--- config.mk ---
export PLATFORM = sky130hd
export DESIGN_NAME = sram_arbiter_sky130
export DESIGN_NICKNAME = d
export VERILOG_FILES = /design/src/rtl/sram_arbiter_sky130.sv
export SDC_FILE = /design/constraint.sdc
export NUM_CORES = 1
export LEC_CHECK = 0
export CAP_MARGIN = 20
export CORE_AREA = 2 2 92 94
export DETAILED_ROUTE_END_ITERATION = 12
export DIE_AREA = 0 0 94 96
export PLACE_DENSITY = 0.75
export SETUP_SLACK_MARGIN = 0.2
export SLEW_MARGIN = 20
export SYNTH_ARGS = -nofsm -noshare
export SYNTH_HDL_FRONTEND = slang
export SYNTH_SLANG_ARGS = --single-unit
export TNS_END_PERCENT = 1
--- constraint.sdc ---
create_clock -name clock -period 1.6 [get_ports clock]
set_input_delay 0.24 -clock clock [delete_from_list [all_inputs] [get_ports clock]]
set_output_delay 0.24 -clock clock [all_outputs]
set_load 0.005 [all_outputs]
--- src/rtl/sram_arbiter_sky130.sv ---
// Two-requester round-robin arbiter in front of one single-port sky130 SRAM wrapper.
// Grants at most one request per cycle and routes each read's data back to its issuer.
module sram_arbiter_sky130 #(
    parameter int ADDR_WIDTH   = 9,
    parameter int DATA_WIDTH   = 32,
    parameter int WMASK_WIDTH  = 4,
    parameter int READ_LATENCY = 2
) (
    input  logic                   clock,
    input  logic                   reset,
    input  logic                   req0_valid,
    output logic                   req0_ready,
    input  logic                   req0_we,
    input  logic [WMASK_WIDTH-1:0] req0_wmask,
    input  logic [ADDR_WIDTH-1:0]  req0_addr,
    input  logic [DATA_WIDTH-1:0]  req0_wdata,
    output logic                   rsp0_valid,
    output logic [DATA_WIDTH-1:0]  rsp0_rdata,
    input  logic                   req1_valid,
    output logic                   req1_ready,
    input  logic                   req1_we,
    input  logic [WMASK_WIDTH-1:0] req1_wmask,
    input  logic [ADDR_WIDTH-1:0]  req1_addr,
    input  logic [DATA_WIDTH-1:0]  req1_wdata,
    output logic                   rsp1_valid,
    output logic [DATA_WIDTH-1:0]  rsp1_rdata,
    output logic                   mem_we,
    output logic [WMASK_WIDTH-1:0] mem_wmask,
    output logic [ADDR_WIDTH-1:0]  mem_addr,
    output logic [DATA_WIDTH-1:0]  mem_din,
    input  logic [DATA_WIDTH-1:0]  mem_dout
);

    typedef struct packed {
        logic vld;
        logic id;
    } rd_tag_t;

    logic    rr_ptr;
    logic    grant0;
    logic    grant1;
    logic    accepted;
    rd_tag_t rd_pipe [READ_LATENCY];
    rd_tag_t rd_last;

    // NOTE: every signal written in always_comb gets a default first, so no latch is inferred.
    always_comb begin
        grant0 = 1'b0;
        grant1 = 1'b0;
        if (!reset) begin
            if (req0_valid && (!req1_valid || !rr_ptr)) begin
                grant0 = 1'b1;
            end else if (req1_valid) begin
                grant1 = 1'b1;
            end
        end
    end

    assign req0_ready = grant0;
    assign req1_ready = grant1;
    assign accepted   = grant0 | grant1;

    // With no grant the macro sees an idle read of address 0; no response is tracked for it.
    always_comb begin
        mem_we    = 1'b0;
        mem_wmask = '0;
        mem_addr  = '0;
        mem_din   = '0;
        if (grant0) begin
            mem_we    = req0_we;
            mem_wmask = req0_wmask;
            mem_addr  = req0_addr;
            mem_din   = req0_wdata;
        end else if (grant1) begin
            mem_we    = req1_we;
            mem_wmask = req1_wmask;
            mem_addr  = req1_addr;
            mem_din   = req1_wdata;
        end
    end

    // NOTE: registers use non-blocking assignments so each one samples pre-edge values.
    always_ff @(posedge clock or posedge reset) begin
        if (reset) begin
            rr_ptr <= 1'b0;
        end else if (accepted) begin
            rr_ptr <= grant0;
        end
    end

    // NOTE: the tag pipeline is a few flops, not a RAM, so every stage is reset to drop in-flight reads.
    always_ff @(posedge clock or posedge reset) begin
        if (reset) begin
            for (int i = 0; i < READ_LATENCY; i++) begin
                rd_pipe[i] <= '0;
            end
        end else begin
            rd_pipe[0] <= '{vld: accepted && !mem_we, id: grant1};
            for (int i = 1; i < READ_LATENCY; i++) begin
                rd_pipe[i] <= rd_pipe[i-1];
            end
        end
    end

    assign rd_last    = rd_pipe[READ_LATENCY-1];
    assign rsp0_valid = rd_last.vld && !rd_last.id;
    assign rsp1_valid = rd_last.vld && rd_last.id;
    assign rsp0_rdata = mem_dout;
    assign rsp1_rdata = mem_dout;

`ifndef SYNTHESIS
    a_req0_hold: assert property (@(posedge clock) disable iff (reset)
        req0_valid && !req0_ready |=> req0_valid)
        else $error("req0_valid dropped before ready");

    a_req1_hold: assert property (@(posedge clock) disable iff (reset)
        req1_valid && !req1_ready |=> req1_valid)
        else $error("req1_valid dropped before ready");

    a_one_grant: assert property (@(posedge clock) !(req0_ready && req1_ready))
        else $error("both requesters granted in one cycle");
`endif

endmodule

==> metrics.md <==
| Metric | Value |
|---|---|
| Setup ws final | -292.5 ps |
| # setup viols final | 48 |
| Largest net degree at the start of global routing | 51 |
| Commonest non-fill, non-tap cell in the layout | clkdlybuf4s50_1 |
| Place WS | -585.5 ps |
| Worst setup SP type | flop |
| CTS tree | built |
| Post-synth cell types | 17 |
| Avg Synthesized Cell Area | 7.141 um^2 |
| Max VDD drop | 217.0 uV |
| DR pass1 iterations | 4 |
| P&R area growth vs syn | 99.28% |
| Core area | 8051 um^2 |
| Layout Nets | 419 |
| Final HPWL DP | 4431 um |
| Worst Path Max Fanout | 7 |
| RSZ-0062 raised after global routing | true |
| Die ar. | 9024 um^2 |
| GR Overflow Total | 0 |
| Hold buffers post-CTS | 0 |
| Most frequent cells in the layout | clkdlybuf4s50_1, nor2_1, a32oi_1, buf_2, buf_4 |
| First-pass GRT wire length | 9266 um |
| Initial core utilization | 17.30% |
| Synth warnings | 0 |
| Design Area, Final | 2775 um^2 |
| Pins Over Slew Limit | 0 |
| CTS Sinks | 5 |
| Num rows | 33 |
| Worst skew pair latency | 220 ps |
| Critical Path End Type | output pin |
| Class of the worst hold path | input port to asynchronous set/reset pin |
| Crit Path Category | flop to output pin |
| Number of max-cap violations | 0 |
| Share of cells above drive strength 1 | 26.90% |
| # DRC | 0 |
| Port Buffers | 145 |
| Fin crit share | 118.3% |
| Arr. time, crit path | 1650 ps |
| Inserted Clock Buffers | 3 |
| Fmax | 528.4 MHz |
| WP data required | 1360 ps |
| Clock transition at the registers of the reported paths | 30 ps |
| Die W | 94 um |
| Initial antenna violation count | 0 |
| Placement Cell Area | 2517 um^2 |
| CTS Root Cell | clkbuf_8 |
| Power per cell area | 475.7 nW/um^2 |
| Drt initial violations | 29 |
| Detail Route Antenna Nets | 0 |
| Status | finished with violations |
| Final Hold Viols | 0 |
| Worst slew margin | 81.54% |
| FF+latch count, synth | 5 |
| Vias in the first global route | 1,735 |
| Failing checks | negative setup slack |
| Lkg Pwr | 1.143 nW |
| Clock Skew | 0.9924 ps |
| Synth Cell Area | 1393 um^2 |
| Via count | 1,830 |
| Routed WL | 6714 um |
| CTS H-tree lvls | 1 |
| DR vias/cell | 4.633 |
| Final core occ | 34.47% |
| Post-Syn Instances | 195 |
| Die Height | 96 um |
| Non-Filler Instances | 395 |
| Gp weighted congestion | 0.6840 |
| Syn nets | 323 |
| Final Critical Period | 1892 ps |
| Tightest Pin Transition | 276.9 ps |
| IO Pins | 242 |
| Number of instances in the placed design | 373 |
| Register area share after synthesis | 8.985% |
| Average wire per standard cell | 17.00 um |
| Antenna Cells | 0 |
| Clock Path Buffers | 2 |
| Total track usage | 13.45% |
==> synth_stat cells (all sizes together) <==
master  instances  area [um^2]
inv             1        3.750
a21boi          1        11.26
a32oi          46        402.9
dfrtp           5        125.1
o31ai           1        7.510
clkbuf          7        27.52
a21oi           1        5.000
buf            78        590.6
nor2b           1        6.260
and2            2        12.51
a31oi           1        6.260
nand2b          1        6.260
nand2           2        7.510
nor2           48        180.2
==> power breakdown <==
group / leakage [nW] / switching (mW) / internal [mW]
sequential: 0.0638 / 0.00528 / 0.140
combinational: 1.06 / 0.344 / 0.599
clock: 0.0228 / 0.0615 / 0.171
==> per-stage QoR <==
step | setup TNS, ps | hold WS [ps] | power (mW)
6_report | -10940 | 240.7 | 1.320
5_1_grt | -15270 | 267.1 | 1.411
4_1_cts | -11450 | 231.4 | 1.330
3_5_place_dp | -24680 | 335.5 | 0.9268
3_3_place_gp | -22600 | 333.4 | 0.9133
2_1_floorplan | 0 | 163.5 | 0.5618
==> worst max-delay path, cell delays in order, from the launching register on <==
cell,delay [ps]
dfrtp_1,380
buf_6,130
a21boi_4,150
buf_12,120
buf_12,110
buf_12,100
buf_16,110
a32oi_1,70
nor2_1,140
buf_2,130
==> sequential cells by signal (all words and copies together), names as in the netlist <==
| register | flops |
|---|---|
| rd_last | 2 |
| rd_pipe | 2 |
| rr_ptr | 1 |
==> final timing paths <==
check	from	to	slack (ps)	cells after the start
min in group clock	rd_pipe[2]	rd_last[0]	340	0
min	reset	rd_pipe[3]	240	4
max in group asynchronous	reset	rd_pipe[2]	1240	4
max	rr_ptr	mem_addr[2]	-290	9
max reg2reg	rr_ptr	rd_pipe[3]	320	6
min reg2reg	rd_pipe[2]	rd_last[0]	340	0
==> area by class of cell <==
type                            instances  area (um^2)
Multi-Input combinational cell        104        673.1
Fill cell                             824         5276
Timing Repair Buffer                  176         1797
Tap cell                              105        131.4
Sequential cell                         5        125.1
Clock buffer                            4        45.04
Inverter                                1        3.754
==> timing repair <==
item,in CTS,in global routing
hold endpoints to repair,0,0
endpoints found under the setup margin,51,49
setup buffers,12,0
resized for setup,165,6
cloned,6,0
pin swaps,37,14
==> cells by family after synthesis <==
kind of cell,after synthesis,share of synthesized area (%)
AOI/OAI and AO/OA,50,31.09
buffers and inverters,86,44.65
DFF,5,8.985
and+or+nand+nor,54,15.27
==> metal layers <==
| metal | up-vias | routed length (um) | global-route usage, % |
|---|---|---|---|
| met5 | - | 0 | 0 |
| met4 | 0 | 120 | 3.986 |
| met3 | 18 | 819 | 4.699 |
| met2 | 136 | 3509 | 26.61 |
| met1 | 834 | 2264 | 13.05 |
| li1 | 842 | - | - |
No activity file was read; power rests on OpenSTA's default activity.
